===== src/rtl/circle_drawer.sv =====
`default_nettype none
// ============================================================================
// Module   : circle_drawer
// Purpose  : Midpoint (Bresenham) circle rasteriser feeding a 160x120, 3-bit
//            colour VGA adapter. One octant pixel is emitted per clock while
//            a job runs, so the pixel stream length depends only on radius.
//            A level start/done handshake lets a controller chain jobs.
// Revision : 1.0 - initial release
//
// Ports:
//   clk         in   1  system clock
//   rst_n       in   1  synchronous active-low reset
//   start       in   1  level job request; parameters sampled on acceptance
//   colour      in   3  circle colour
//   centre_x    in   8  centre x (0..255)
//   centre_y    in   7  centre y (0..127)
//   radius      in   8  radius (0..255)
//   done        out  1  job complete; held while start stays high
//   vga_x       out  8  pixel x to adapter
//   vga_y       out  7  pixel y to adapter
//   vga_colour  out  3  pixel colour
//   vga_plot    out  1  write strobe, one pixel per high cycle
//
// Build option:
//   CIRCLE_CLEAR_EN - when defined, every job first paints the whole screen
//                     black (column-major sweep) before drawing the circle.
// ============================================================================
module circle_drawer #(
  parameter int SCR_W = 160,
  parameter int SCR_H = 120
) (
  input  logic       clk,
  input  logic       rst_n,
  input  logic       start,
  input  logic [2:0] colour,
  input  logic [7:0] centre_x,
  input  logic [6:0] centre_y,
  input  logic [7:0] radius,
  output logic       done,
  output logic [7:0] vga_x,
  output logic [6:0] vga_y,
  output logic [2:0] vga_colour,
  output logic       vga_plot
);

  localparam logic [1:0] ST_IDLE  = 2'd0;
  localparam logic [1:0] ST_PLOT  = 2'd1;
  localparam logic [1:0] ST_DONE  = 2'd2;
`ifdef CIRCLE_CLEAR_EN
  localparam logic [1:0] ST_CLEAR = 2'd3;
  localparam logic [7:0] CLR_X_LAST = 8'(SCR_W - 1);
  localparam logic [6:0] CLR_Y_LAST = 7'(SCR_H - 1);
`endif

  // 12-bit signed keeps cx+ox (max 510) and cx-ox (min -255) exact, and
  // leaves ample headroom for the decision variable.
  localparam logic signed [11:0] SCR_W_S = 12'(SCR_W);
  localparam logic signed [11:0] SCR_H_S = 12'(SCR_H);

  // --------------------------------------------------------------------------
  // State and working registers
  // --------------------------------------------------------------------------
  logic [1:0]         state_q,      state_d;
  logic [2:0]         colour_q,     colour_d;
  logic [7:0]         cx_q,         cx_d;
  logic [6:0]         cy_q,         cy_d;
  logic signed [11:0] ox_q,         ox_d;
  logic signed [11:0] oy_q,         oy_d;
  logic signed [11:0] crit_q,       crit_d;
  logic [2:0]         octant_q,     octant_d;
  logic               done_q,       done_d;
  logic [7:0]         vga_x_q,      vga_x_d;
  logic [6:0]         vga_y_q,      vga_y_d;
  logic [2:0]         vga_colour_q, vga_colour_d;
  logic               vga_plot_q,   vga_plot_d;
`ifdef CIRCLE_CLEAR_EN
  logic [7:0]         clr_x_q,      clr_x_d;
  logic [6:0]         clr_y_q,      clr_y_d;
`endif

  // --------------------------------------------------------------------------
  // Current octant pixel and next circle state
  // --------------------------------------------------------------------------
  logic signed [11:0] cx_s;
  logic signed [11:0] cy_s;
  logic signed [11:0] px;
  logic signed [11:0] py;
  logic               clipped;
  logic signed [11:0] oy_nx;
  logic signed [11:0] ox_nx;
  logic signed [11:0] crit_nx;

  always_comb begin
    cx_s = $signed({4'd0, cx_q});
    cy_s = $signed({5'd0, cy_q});
    px   = cx_s;
    py   = cy_s;
    case (octant_q)
      3'd0: begin px = cx_s + ox_q; py = cy_s + oy_q; end
      3'd1: begin px = cx_s + oy_q; py = cy_s + ox_q; end
      3'd2: begin px = cx_s - ox_q; py = cy_s + oy_q; end
      3'd3: begin px = cx_s - oy_q; py = cy_s + ox_q; end
      3'd4: begin px = cx_s - ox_q; py = cy_s - oy_q; end
      3'd5: begin px = cx_s - oy_q; py = cy_s - ox_q; end
      3'd6: begin px = cx_s + ox_q; py = cy_s - oy_q; end
      3'd7: begin px = cx_s + oy_q; py = cy_s - ox_q; end
      default: begin px = cx_s; py = cy_s; end
    endcase

    clipped = (px < 12'sd0) || (px >= SCR_W_S) ||
              (py < 12'sd0) || (py >= SCR_H_S);

    // Midpoint step: y always advances; x retreats only when the midpoint
    // lies outside the circle (positive decision variable).
    oy_nx = oy_q + 12'sd1;
    if (crit_q <= 12'sd0) begin
      ox_nx   = ox_q;
      crit_nx = crit_q + (oy_nx <<< 1) + 12'sd1;
    end else begin
      ox_nx   = ox_q - 12'sd1;
      crit_nx = crit_q + ((oy_nx - ox_nx) <<< 1) + 12'sd1;
    end
  end

  // --------------------------------------------------------------------------
  // Next-state logic
  // --------------------------------------------------------------------------
  always_comb begin
    state_d      = state_q;
    colour_d     = colour_q;
    cx_d         = cx_q;
    cy_d         = cy_q;
    ox_d         = ox_q;
    oy_d         = oy_q;
    crit_d       = crit_q;
    octant_d     = octant_q;
    done_d       = done_q;
    vga_x_d      = vga_x_q;
    vga_y_d      = vga_y_q;
    vga_colour_d = vga_colour_q;
    vga_plot_d   = 1'b0;
`ifdef CIRCLE_CLEAR_EN
    clr_x_d      = clr_x_q;
    clr_y_d      = clr_y_q;
`endif

    case (state_q)
      ST_IDLE: begin
        done_d = 1'b0;
        if (start) begin
          colour_d = colour;
          cx_d     = centre_x;
          cy_d     = centre_y;
          ox_d     = $signed({4'd0, radius});
          oy_d     = 12'sd0;
          crit_d   = 12'sd1 - $signed({4'd0, radius});
          octant_d = 3'd0;
`ifdef CIRCLE_CLEAR_EN
          clr_x_d  = 8'd0;
          clr_y_d  = 7'd0;
          state_d  = ST_CLEAR;
`else
          state_d  = ST_PLOT;
`endif
        end
      end

`ifdef CIRCLE_CLEAR_EN
      // Column-major black sweep; hands over to PLOT with no bubble.
      ST_CLEAR: begin
        vga_x_d      = clr_x_q;
        vga_y_d      = clr_y_q;
        vga_colour_d = 3'b000;
        vga_plot_d   = 1'b1;
        if (clr_y_q == CLR_Y_LAST) begin
          clr_y_d = 7'd0;
          if (clr_x_q == CLR_X_LAST) begin
            state_d = ST_PLOT;
          end else begin
            clr_x_d = clr_x_q + 8'd1;
          end
        end else begin
          clr_y_d = clr_y_q + 7'd1;
        end
      end
`endif

      ST_PLOT: begin
        // Clipped pixels still take their cycle so timing is radius-only.
        vga_x_d      = px[7:0];
        vga_y_d      = py[6:0];
        vga_colour_d = colour_q;
        vga_plot_d   = ~clipped;
        octant_d     = octant_q + 3'd1;
        if (octant_q == 3'd7) begin
          oy_d   = oy_nx;
          ox_d   = ox_nx;
          crit_d = crit_nx;
          if (oy_nx > ox_nx) begin
            state_d = ST_DONE;
          end
        end
      end

      ST_DONE: begin
        // The first DONE cycle always raises done, so a requester that has
        // already dropped start still sees one done pulse.
        if (!done_q || start) begin
          done_d = 1'b1;
        end else begin
          done_d  = 1'b0;
          state_d = ST_IDLE;
        end
      end

      default: begin
        state_d = ST_IDLE;
        done_d  = 1'b0;
      end
    endcase
  end

  // --------------------------------------------------------------------------
  // Registers
  // --------------------------------------------------------------------------
  always_ff @(posedge clk) begin
    if (!rst_n) begin
      state_q      <= ST_IDLE;
      colour_q     <= 3'd0;
      cx_q         <= 8'd0;
      cy_q         <= 7'd0;
      ox_q         <= 12'sd0;
      oy_q         <= 12'sd0;
      crit_q       <= 12'sd0;
      octant_q     <= 3'd0;
      done_q       <= 1'b0;
      vga_x_q      <= 8'd0;
      vga_y_q      <= 7'd0;
      vga_colour_q <= 3'd0;
      vga_plot_q   <= 1'b0;
`ifdef CIRCLE_CLEAR_EN
      clr_x_q      <= 8'd0;
      clr_y_q      <= 7'd0;
`endif
    end else begin
      state_q      <= state_d;
      colour_q     <= colour_d;
      cx_q         <= cx_d;
      cy_q         <= cy_d;
      ox_q         <= ox_d;
      oy_q         <= oy_d;
      crit_q       <= crit_d;
      octant_q     <= octant_d;
      done_q       <= done_d;
      vga_x_q      <= vga_x_d;
      vga_y_q      <= vga_y_d;
      vga_colour_q <= vga_colour_d;
      vga_plot_q   <= vga_plot_d;
`ifdef CIRCLE_CLEAR_EN
      clr_x_q      <= clr_x_d;
      clr_y_q      <= clr_y_d;
`endif
    end
  end

  assign done       = done_q;
  assign vga_x      = vga_x_q;
  assign vga_y      = vga_y_q;
  assign vga_colour = vga_colour_q;
  assign vga_plot   = vga_plot_q;

endmodule
`default_nettype wire


===== config.mk =====
export PLATFORM = sky130hd
export DESIGN_NAME = circle_drawer
export DESIGN_NICKNAME = d
export VERILOG_FILES = /design/src/rtl/circle_drawer.sv
export SDC_FILE = /design/constraint.sdc
export NUM_CORES = 1
export LEC_CHECK = 0
export CAP_MARGIN = 20
export CORE_MARGIN = 2
export CORE_UTILIZATION = 45
export DETAILED_ROUTE_END_ITERATION = 10
export PLACE_DENSITY = 0.75
export SYNTH_ARGS = -nofsm -noshare
export SYNTH_HDL_FRONTEND = slang
export SYNTH_SLANG_ARGS = --single-unit

===== constraint.sdc =====
create_clock -name clk -period 4.2 [get_ports clk]
set_input_delay 0.42 -clock clk [delete_from_list [all_inputs] [get_ports clk]]
set_output_delay 0.42 -clock clk [all_outputs]
set_load 0.03 [all_outputs]

Yosys cells after proc, flatten, opt, wreduce, memory -nomap -nowiden
Index checks and enable logic that the tools add are counted.
Widths: inputs -> output; s select.

word-level totals
  bits in registers = 79
  bits in latches = 0
  bits in writable memories = 0
  bits in read-only memories = 0
  bits of input ports = 29
  output and inout port bits = 20
  word-level logic and storage cells = 93
  memories = 0

operators by class
  add/sub/neg operators = 17
  multipliers = 0
  divide/modulo/power cells = 0
  order comparisons = 6
  equality and inequality tests = 13
  shifts and indexed selects = 0
  multiplexer cells = 22
  bitwise logic cells = 1
  reduce and logical (&&, ||, !) cells = 21

operator list
  operator               number
  $mux 12                8
  $pmux 12 s4            2
  $pmux 12 s2            3
  $add 12x2->12 const B  3
  $add 12x12->12         2
  $add 8x12->12          2
  $add 9x12->12          2
  $lt 12x1->1 const B    2
  $sub 8x12->12          2
  $sub 9x12->12          2
  $reduce_or 2->1        8
  $eq 3x3->1 const B     4
  $ge 12x8->1 const B    1
  $ge 12x9->1 const B    1
  $gt 12x12->1           1
  $le 12x1->1 const B    1
  $sub 12x2->12 const B  1
  $sub 11x11->11         1
  $sub 1x8->9 const A    1
  $mux 2                 4
  $ne 2x2->1 const B     4
  $eq 3x2->1 const B     2
  $pmux 2 s3             1
  $pmux 3 s2             1
  other kinds (16)       21

Longest topological paths before layout
Gate-level depths: netlist of the first run.

  word-level depth = 8
  depth in mapped cells = 19
  gate-level depth less buffers = 18

Worst setup path before layout of the first run
Ideal clock, no wire load.

  path kind = register -> register
  start point = register octant_q[2]
  end point = register vga_plot_q (netlist: vga_plot)
  library setup time = 0.088 ns
  arrival = 3.699 ns
  path slack = 0.413 ns
  stages on the path, launching flop included = 17
  buffers on the path = 1
  period minus slack after synthesis = 3.787 ns
  cell sequence = dfxtp_1 -> buf_4 -> inv_1 -> ha_1 -> nor3_2 -> nand2_1 -> or3_1 -> o31ai_1 -> a221oi_1 -> ha_1 -> o2111ai_1 -> nand3_1 -> o41ai_1 -> nor3b_4 -> mux2i_1 -> o31a_2 -> nor4_2

on the way
  word-level cells in the longest chain between the ends = 8

ends and longest elaborated chain
  element                                     RTL line  RTL
  start: declaration                          70        logic [2:0] octant_q, octant_d;
  start signal: assignment                    253       octant_q <= octant_d;
  $eq 3x3->1, or another cell as far along    98        case (octant_q)
  $reduce_or 2->1 (no source line)            --
  $pmux 12 s4                                 98
  $lt 12x1->1 or $ge 12x9->1 (tied branches)  110       clipped = (px < 12'sd0) || (px >= SCR_W_S) ||
  $logic_or 1x1->1 (2 in series)              110
  $logic_or 1x1->1 *                          111       (py < 12'sd0) || (py >= SCR_H_S);
  $not 1->1 *                                 193       vga_plot_d = ~clipped;
  end signal: assignment                      258       vga_plot_q <= vga_plot_d;
  end: declaration                            75        logic vga_plot_q, vga_plot_d;

Mark *: on every way between the ends. The rest lies on a longest branch, timed or not.
A chain may end at the register's enable or synchronous reset.

Worst setup path in the final report of the first run
  start point = register octant_q[1]
  end point = register vga_plot_q (netlist: vga_plot)

Same word-level chain as after synthesis.

==> results.sh, run 1 <==
export IMPL_skew_ns=0.00561
export IMPL_firstDrtPassIters=6
export IMPL_drt_wl_total_um=22600
export IMPL_peakVddDrop_uv=196
export IMPL_setup_viol=0
export IMPL_antenna_cells=0
export IMPL_total_power_mw=2.88
export IMPL_timing_final_crit_share_pct=93.8
export IMPL_pwr_share_comb_pct=41.5
export IMPL_antenna_found_initial=0
export IMPL_avgSynthCellArea_um2=7.35
export IMPL_p_leak_nw=3.49
export IMPL_ios=49
export IMPL_grt_pass1_wl_um=36400
export IMPL_grt_max_degree=40
export IMPL_multi_input_area_um2=5490
export IMPL_ys_ff_latch=79
export IMPL_synth_nets=1119
export IMPL_switching_share_pct=38.8
export IMPL_die_y_um=133
export IMPL_drtAntennaViolNets=0
export IMPL_async_flop_share_pct=0
export IMPL_post_cts_setup_buffer_count=0
export IMPL_slew_headroom_pct=28.3
export IMPL_synth_top_area_share_pct=21.2
export IMPL_crit_arrival_ns=4.22
export IMPL_pwr_share_seq_pct=29.4
export IMPL_ys_seq_area_share_pct=21.2
export IMPL_cts_tree="yes"
export IMPL_path_clk_slew_ns=0.07
export IMPL_routedWlPerCell_um=17.7
export IMPL_cp_end_kind="flop"
export IMPL_tritoncts_num_buffers=9
export IMPL_ys_types=84
export IMPL_min_path_type="flop to flop"
export IMPL_fillers=1569
export IMPL_clock_path_buffers=2
export IMPL_place_inst=1265
export IMPL_finalNonFillerCells=1281
export IMPL_clockRootBuffer="clkbuf_16"
export IMPL_synth_area_um2=7470
export IMPL_post_dp_hpwl_um=16600
export IMPL_ys_top_cells_by_area="dfxtp_1 (21%), ha_1 (12%), a21oi_1 (7.1%)"
export IMPL_drtIter0Drc=727
export IMPL_syn2layout_area_growth_pct=15.0
export IMPL_critPathKind="flop to flop"
export IMPL_htree_levels=3
export IMPL_cap_violations=0
export IMPL_yosysWarnings=0
export IMPL_dieArea_um2=17700
export IMPL_yosysTopAreaCell="dfxtp_1"
export IMPL_worstPathMaxFanout=11
export IMPL_syn_inst=1016
export IMPL_routed_via_density=6.11
export IMPL_grt_ovfl_total=0
export IMPL_placementRows=47
export IMPL_crit_required_ns=4.48
export IMPL_start_kind="flop"
export IMPL_drv_slew=0
export IMPL_gp_congestion=0.996
export IMPL_drive_gt1_share_pct=9.52
export IMPL_cts_sinks=79
export IMPL_synth_edf_count=0
export IMPL_outcome="finished, final reports clean"
export IMPL_whs_ns=0.453
export IMPL_vias=7830
export IMPL_clkPwrFrac_pct=29.1
export IMPL_seqCellArea_um2=1590
export IMPL_drc_errors=0
export IMPL_core_area_um2=16400
export IMPL_reg2reg_slack_ns=0.26
export IMPL_synth_top_flop_cell="dfxtp_1"
export IMPL_grt_pass1_vias=7178
export IMPL_clk_insertion_delay_late_ns=0.36
export IMPL_power_density_nw_per_um2=336
export IMPL_io_buffers=48
export IMPL_post_route_min_period_ns=3.94
export IMPL_hold_violations=0
export IMPL_worst_pin_slew_ns=1.07
export IMPL_p_int_mw=1.76
export IMPL_grt_use_total_pct=25.4
export IMPL_die_w_um=133
export IMPL_initial_core_util_pct=45.5
export IMPL_layout_nets=1159
export IMPL_switchingPower_mw=1.12
export IMPL_timing_fmax_ghz=0.254
-- flip-flops by register name (all words and copies together) (netlist names) --
| name | flops |
|---|---|
| vga_colour | 3 |
| cy_q | 7 |
| cx_q | 8 |
| vga_plot | 1 |
| vga_y | 7 |
| state_q | 2 |
| colour_q | 3 |
| done | 1 |
| crit_q | 12 |
| vga_x | 8 |
| oy_q | 12 |
| octant_q | 3 |
| ox_q | 12 |
-- cell usage after synthesis, drive strengths merged, types with 23 or more instances --
master / number
inv: 35
dfxtp: 79
clkbuf: 48
o21ai: 53
nand2: 116
nor2: 121
xor2: 24
nor3: 31
nand3: 26
xnor2: 49
a21oi: 106
ha: 69
a211oi: 23
-- cell families after synthesis --
family / count (synthesis) / share of synthesized area (%)
AO/OA/AOI/OAI: 307 / 26.3
XOR/XNOR: 73 / 8.56
adder cells (fa/ha/maj): 74 / 12.9
buffers and inverters: 97 / 6.11
flip-flops: 79 / 21.2
multiplexers: 7 / 0.971
AND/OR/NAND/NOR: 379 / 24.0
-- layer usage --
layer	wire length, um	up-vias	track usage (%)
li1	-	3751	-
met1	10000	3657	34.7
met2	10000	356	40.3
met3	1740	66	3.75
met4	826	0	9.80
met5	0	-	0
-- cells in the final DEF, fill, tap and decap left out, drive strengths merged, types with 24 or more instances in the layout --
master / synthesis / layout
xor2: 24 / 24
nor2: 121 / 121
o21ai: 53 / 53
dfxtp: 79 / 79
nor3: 31 / 31
nand2: 116 / 116
a21oi: 106 / 106
xnor2: 49 / 49
clkdlybuf4s50: 2 / 48
buf: 12 / 43
ha: 69 / 69
inv: 35 / 38
nand3: 26 / 26
-- worst max-delay path, cell delays in order (launching register included) --
cell,delay [ns]
dfxtp_1,0.38
inv_1,0.09
ha_1,0.29
buf_4,0.22
a21oi_1,0.58
o21ai_0,0.21
a22oi_1,0.28
a21oi_1,0.11
o22a_1,0.21
ha_1,0.24
o41ai_1,0.62
o21ai_0,0.19
mux2i_1,0.17
nand2_1,0.08
nor4_2,0.19
-- area by class of cell --
cell class	count	share of cell area (%)
Clock buffer	9	2.62
Multi-Input combinational cell	840	63.9
Timing Repair Buffer	91	9.35
Sequential cell	79	18.5
Inverter	35	1.53
Tap cell	220	3.20
Clock inverter	7	0.932
-- path summary, 6_finish.rpt --
path	depth (start not counted)	from	end
hold reg to reg	2	vga_x[6]	vga_x[6]
setup / recovery	14	octant_q[1]	vga_plot
hold / removal	2	vga_x[6]	vga_x[6]
setup reg to reg	14	octant_q[1]	vga_plot
-- through the flow --
step	TNS, ns	cell area, um^2	setup WS, ns	utilization (%)
after floorplan	0	7470	0.413	-
after global placement	0	8240	0.292	50.2
after detailed placement	0	8240	0.184	50.2
after CTS	0	8550	0.128	52.1
after global routing	-0.0276	8590	-0.0276	52.4
final	0	8590	0.258	52.4
-- power by group through the flow --
stage                     registers (mW)  logic (mW)  clock network (mW)
after floorplan                    0.865       0.845                   0
after global placement             0.861        1.14                   0
after detailed placement           0.862        1.16                   0
after CTS                          0.845        1.17               0.840
after global routing               0.853        1.32               0.867
final                              0.847        1.20               0.840
-- what timing repair did --
action | in CTS | in global routing
hold buffers | 0 | 0
endpoints found under the setup margin | 0 | 4
resized for setup | 0 | 16
No activity file was read; power rests on OpenSTA's default activity.
==> inputs of run 2 (changes only) <==
- clock period: 4.2 -> 3.8 ns (I/O delays scaled with it)
==> run 2 against run 1 <==
Compared with the run above: register-to-register slack got worse by 0.17 ns; sequential power rose by 9.8%; final cell count rose by 7.2%; worst setup slack got worse by 0.17 ns; hold slack got worse by 0.00065 ns; power rose by 19%; via count rose by 4.3%; global-route usage rose by 2.0 points; non-clock buffer count rose by 92; sequential cell count did not move; critical path depth rose by 1.
==> results.sh, run 2 (synthesized netlist as in run 1, its figures left out) <==
export IMPL_drc_errors=0
export IMPL_min_path_type="flop to flop"
export IMPL_cts_tree="yes"
export IMPL_grt_ovfl_total=0
export IMPL_placed_area_um2=8840
export IMPL_drtIter0Drc=936
export IMPL_drt_wl_total_um=24500
export IMPL_final_util_pct=58.8
export IMPL_initial_core_util_pct=45.5
export IMPL_reg2reg_depth=15
export IMPL_power_density_nw_per_um2=357
export IMPL_die_y_um=133
export IMPL_placementRows=47
export IMPL_io_buffers=48
export IMPL_critPathKind="flop to flop"
export IMPL_setup_viol=0
export IMPL_worst_pin_slew_ns=0.713
export IMPL_reg2reg_from="oy_q[1]"
export IMPL_tritoncts_num_buffers=9
export IMPL_cp_end_kind="flop"
export IMPL_whs_path_depth=2
export IMPL_fin_ws_ns=0.0925
export IMPL_cap_violations=0
export IMPL_setup_tns_ns=0
export IMPL_crit_arrival_ns=3.97
export IMPL_core_area_um2=16400
export IMPL_vias=8169
export IMPL_path_clk_slew_ns=0.07
export IMPL_antenna_found_initial=0
export IMPL_dp_slack_ns=-0.241
export IMPL_skew_ns=0.00831
export IMPL_drtAntennaViolNets=0
export IMPL_clkPwrFrac_pct=26.9
export IMPL_start_kind="flop"
export IMPL_switching_share_pct=38.4
export IMPL_layout_common_cells="buf_4 (132), nand2_1 (115), nor2_1 (114), a21oi_1 (102), dfxtp_1 (74)"
export IMPL_pwr_share_comb_pct=46.1
export IMPL_grt_pass1_vias=7415
export IMPL_layout_cells_most_common="buf_4"
export IMPL_clock_path_buffers=2
export IMPL_fillers=1510
export IMPL_dieArea_um2=17700
export IMPL_ios=49
export IMPL_peakVddDrop_uv=220
export IMPL_final_cell_area_um2=9650
export IMPL_p_leak_nw=3.97
export IMPL_p_int_mw=2.12
export IMPL_cts_hold_buffers=0
export IMPL_post_dp_hpwl_um=18200
export IMPL_grt_pass1_wl_um=38500
export IMPL_clk_insertion_delay_late_ns=0.36
export IMPL_routedWlPerCell_um=17.9
export IMPL_reg_top3="crit_q (12), ox_q (12), oy_q (12)"
export IMPL_timing_final_crit_share_pct=97.6
export IMPL_pwr_share_seq_pct=27.0
export IMPL_antenna_cells=0
export IMPL_grt_max_degree=41
export IMPL_timing_fmax_ghz=0.270
export IMPL_die_w_um=133
export IMPL_routed_via_density=5.95
export IMPL_clockRootBuffer="clkbuf_16"
export IMPL_post_route_min_period_ns=3.71
export IMPL_drive_gt1_share_pct=21.6
export IMPL_grt_use_total_pct=27.4
export IMPL_switchingPower_mw=1.32
export IMPL_grt_setup_unrepaired="yes"
export IMPL_firstDrtPassIters=6
export IMPL_htree_levels=3
export IMPL_outcome="finished, final reports clean"
export IMPL_critical_path_startpoint="oy_q[1]"
export IMPL_slew_headroom_pct=51.9
export IMPL_crit_required_ns=4.07
export IMPL_layout_nets=1251
export IMPL_hp_start="colour_q[0]"
export IMPL_hold_violations=0
export IMPL_gp_congestion=0.976
export IMPL_syn2layout_area_growth_pct=29.1
export IMPL_worstPathMaxFanout=7
export IMPL_cts_sinks=79
export IMPL_drv_slew=0
-- run 2: cell count changes in the layout (fill, tap and decap cells not counted), moves of 4 or more --
| cell | delta |
|---|---|
| a21oi_1 | -4 |
| a21oi_2 | +4 |
| buf_4 | +89 |
| ha_1 | -14 |
| ha_2 | +5 |
| ha_4 | +9 |
| inv_1 | -4 |
| nor2_1 | -4 |
| o21ai_0 | -9 |
| o21ai_2 | +5 |
-- run 2: power groups by stage --
stage | clock (mW) | sequential (mW) | combinational [mW]
after global routing | 0.958 | 0.936 | 1.74
after global placement | 0 | 0.943 | 1.42
final | 0.925 | 0.930 | 1.59
after CTS | 0.926 | 0.926 | 1.47
after floorplan | 0 | 0.957 | 0.934
after detailed placement | 0 | 0.944 | 1.44
-- run 2: layout make-up --
cell class | instances | area (um^2) | share of cell area [%]
inverter | 35 | 138 | 1.43
sequential | 79 | 1590 | 16.5
clock inverter | 7 | 78.8 | 0.817
timing repair buffer | 183 | 1510 | 15.7
multi-input combinational | 840 | 5820 | 60.4
clock buffer | 9 | 225 | 2.33
tap | 220 | 275 | 2.85
-- run 2: path summary, 6_finish.rpt --
check / endpoint / slack, ns
setup / recovery: vga_plot / 0.09
hold / removal: vga_colour[0] / 0.45
setup reg to reg: vga_plot / 0.09
hold reg to reg: vga_colour[0] / 0.45
-- run 2: per-layer routing --
layer  part of all wire, %  track usage (%)  routed length [um]  up-vias
met3                   8.1             4.25                2000       53
met1                    45             39.0               11000     3828
li1                      -                -                   -     3951
met4                   2.2             8.00                 546        0
met5                     0                0                   0        -
met2                    45             42.6               11000      337
-- run 2: critical path, cell delays in order, from the launching register on --
cell	delay, ns
dfxtp_1	0.32
buf_4	0.16
or4_1	0.55
nor2_2	0.16
xnor2_1	0.08
a222oi_1	0.48
a21oi_1	0.18
ha_2	0.24
a21oi_2	0.20
o211ai_1	0.20
a21oi_2	0.20
a311oi_1	0.06
or3_1	0.32
mux2i_1	0.13
nand2_1	0.08
nor4_2	0.26
-- run 2: through the flow --
step	hold slack, ns	power, mW	std cells
3_5_place_dp	0.447	2.38	1343
6_report	0.453	3.44	1373
2_1_floorplan	0.432	1.89	1016
4_1_cts	0.456	3.32	1360
5_1_grt	0.471	3.64	1373
3_3_place_gp	0.443	2.36	1343
-- run 2: timing repair --
item / 4_1_cts / 5_1_grt
resized for setup: 10 / 90
buffers inserted: 1 / 13
setup endpoints to repair: 3 / 5
pin swaps: 1 / 36
==> inputs of run 3 (changes only) <==
- clock period: 3.8 -> 3.9 ns (I/O delays scaled with it)
==> run 3 against run 2 <==
Compared with the run above: power shrank 8.0%; sequential cell count unchanged; design area fell by 6.0%; first-iteration DRC count decreased by 27%; routed wire length is 2.4% lower; register-to-register slack improved by 0.03 ns; core utilization fell by 3.6 points; hold slack improved by 0.0012 ns; combinational power shrank 11%; via count shrank 3.1%; worst setup slack gained 0.032 ns; final cell count shrank 3.4%; critical endpoint unchanged; largest power group unchanged.
==> results.sh, run 3 (synthesized netlist as in run 1, its figures left out) <==
export IMPL_crit_arrival_ns=4.05
export IMPL_grt_ovfl_total=0
export IMPL_clockRootBuffer="clkbuf_16"
export IMPL_drt_wl_total_um=23900
export IMPL_grt_pass1_wl_um=37700
export IMPL_vias=7915
export IMPL_whs_ns=0.454
export IMPL_path_clk_slew_ns=0.07
export IMPL_cp_common_cell="buf_4"
export IMPL_tritoncts_num_buffers=9
export IMPL_drtIter0Drc=687
export IMPL_min_path_type="flop to flop"
export IMPL_io_buffers=48
export IMPL_gp_congestion=0.985
export IMPL_cpPeakStageDelay_ns=0.58
export IMPL_grt_pass1_vias=7145
export IMPL_start_kind="flop"
export IMPL_placementRows=47
export IMPL_cp_end_kind="flop"
export IMPL_post_route_min_period_ns=3.78
export IMPL_routed_via_density=5.96
export IMPL_outcome="finished, final reports clean"
export IMPL_antenna_found_initial=0
export IMPL_fillers=1532
export IMPL_initial_core_util_pct=45.5
export IMPL_cts_sinks=79
export IMPL_cts_tree="yes"
export IMPL_grt_max_degree=39
export IMPL_clkPwrFrac_pct=26.9
export IMPL_htree_levels=3
export IMPL_post_dp_hpwl_um=17900
export IMPL_final_util_pct=55.2
export IMPL_firstDrtPassIters=7
export IMPL_reg2reg_slack_ns=0.12
export IMPL_ios=49
export IMPL_path_cells="buf_4, or4_1, nor2_4, xnor2_2, buf_4, a221oi_1, buf_4, ha_1, nor3_1, nor2_1, o41ai_2, buf_4, or3_1, a211oi_1, a21oi_1, nor4_2"
export IMPL_cpMaxStageDelayCell="or4_1"
export IMPL_switching_share_pct=39.5
export IMPL_skew_ns=0.00741
export IMPL_r2r_end="vga_plot"
export IMPL_slew_headroom_pct=47.9
export IMPL_syn2layout_area_growth_pct=21.3
export IMPL_reg2reg_depth=16
export IMPL_timing_fmax_ghz=0.265
export IMPL_fin_ws_ns=0.125
export IMPL_die_w_um=133
export IMPL_drv_slew=0
export IMPL_reg2reg_from="ox_q[1]"
export IMPL_dieArea_um2=17700
export IMPL_drc_errors=0
export IMPL_peakVddDrop_uv=224
export IMPL_cap_violations=0
export IMPL_p_leak_nw=3.74
export IMPL_p_int_mw=1.92
export IMPL_cts_hold_buffers=0
export IMPL_timing_final_crit_share_pct=96.8
export IMPL_power_density_nw_per_um2=350
export IMPL_core_area_um2=16400
export IMPL_die_y_um=133
export IMPL_grt_use_total_pct=26.8
export IMPL_critPathKind="flop to flop"
export IMPL_dp_slack_ns=0.0550
export IMPL_clock_path_buffers=2
export IMPL_pwr_share_seq_pct=28.5
export IMPL_layout_common_cells="nand2_1 (115), nor2_1 (115), a21oi_1 (103), buf_4 (89), dfxtp_1 (77)"
export IMPL_setup_viol=0
export IMPL_pwr_share_comb_pct=44.5
export IMPL_switchingPower_mw=1.25
export IMPL_layout_nets=1205
export IMPL_antenna_cells=0
export IMPL_grt_setup_unrepaired="yes"
export IMPL_critical_path_startpoint="ox_q[1]"
export IMPL_clk_insertion_delay_late_ns=0.36
export IMPL_worst_pin_slew_ns=0.771
export IMPL_reg_top3="crit_q (12), ox_q (12), oy_q (12)"
export IMPL_crit_required_ns=4.18
export IMPL_crit_end="vga_plot"
export IMPL_drive_gt1_share_pct=15.6
export IMPL_routedWlPerCell_um=18.0
export IMPL_hold_violations=0
export IMPL_worstPathMaxFanout=4
export IMPL_drtAntennaViolNets=0
[run 3: cell type report]
type	count	area, um^2	share of cell area, %
Multi-Input combinational cell	840	5640	62.2
Inverter	35	131	1.45
Clock buffer	9	225	2.49
Tap cell	220	275	3.04
Sequential cell	79	1580	17.5
Timing Repair Buffer	137	1150	12.7
Clock inverter	7	61.3	0.677
[run 3: critical path: cells and delay by family, from the launching register on]
| kind | cells | cell delay (ns) |
|---|---|---|
| xor gates and xnor gates | 1 | 0.12 |
| AOI/OAI and AO/OA | 4 | 0.79 |
| adders and majority gates | 1 | 0.22 |
| DFF | 1 | 0.34 |
| buffers and inverters | 4 | 0.67 |
| and+or+nand+nor | 6 | 1.56 |
[run 3: stage by stage]
step                      TNS, ns  cells  power [mW]  instance area [um^2]
after floorplan                 0   1016        1.84                  7470
after global placement          0   1304        2.24                  8530
after detailed placement        0   1304        2.25                  8530
after CTS                       0   1320        3.10                  8820
after global routing       -0.146   1327        3.36                  9060
final                           0   1327        3.17                  9060
[run 3: timing repair]
item,in CTS,in global routing
buffers inserted,0,7
gates resized for setup,0,45
setup endpoints to repair,0,5
[run 3: routing by layer]
layer / up-vias / wire (um) / GRT usage (%) / share of wire (%)
met4: 0 / 771 / 9.56 / 3.2
met5: - / 0 / 0 / 0
met1: 3706 / 10900 / 38.5 / 46
li1: 3833 / - / - / -
met2: 321 / 10400 / 40.4 / 44
met3: 55 / 1820 / 4.52 / 7.6
[run 3: power groups by stage]
stage	registers, mW	logic, mW	clock network, mW
floorplan	0.932	0.910	0
global placement	0.919	1.32	0
detailed placement	0.920	1.33	0
CTS	0.902	1.34	0.860
global route	0.910	1.55	0.895
finish	0.904	1.41	0.853
[run 3: worst min-delay path by stage]
stage,depth (start not counted),startpoint,slack [ns],end
finish,2,cy_q[0],0.45,cy_q[0]
global route,2,colour_q[1],0.46,vga_colour[1]
CTS,2,vga_colour[0],0.46,vga_colour[0]
detailed placement,2,vga_colour[0],0.45,vga_colour[0]
global placement,2,cy_q[0],0.44,cy_q[0]
floorplan,2,colour_q[0],0.43,vga_colour[0]
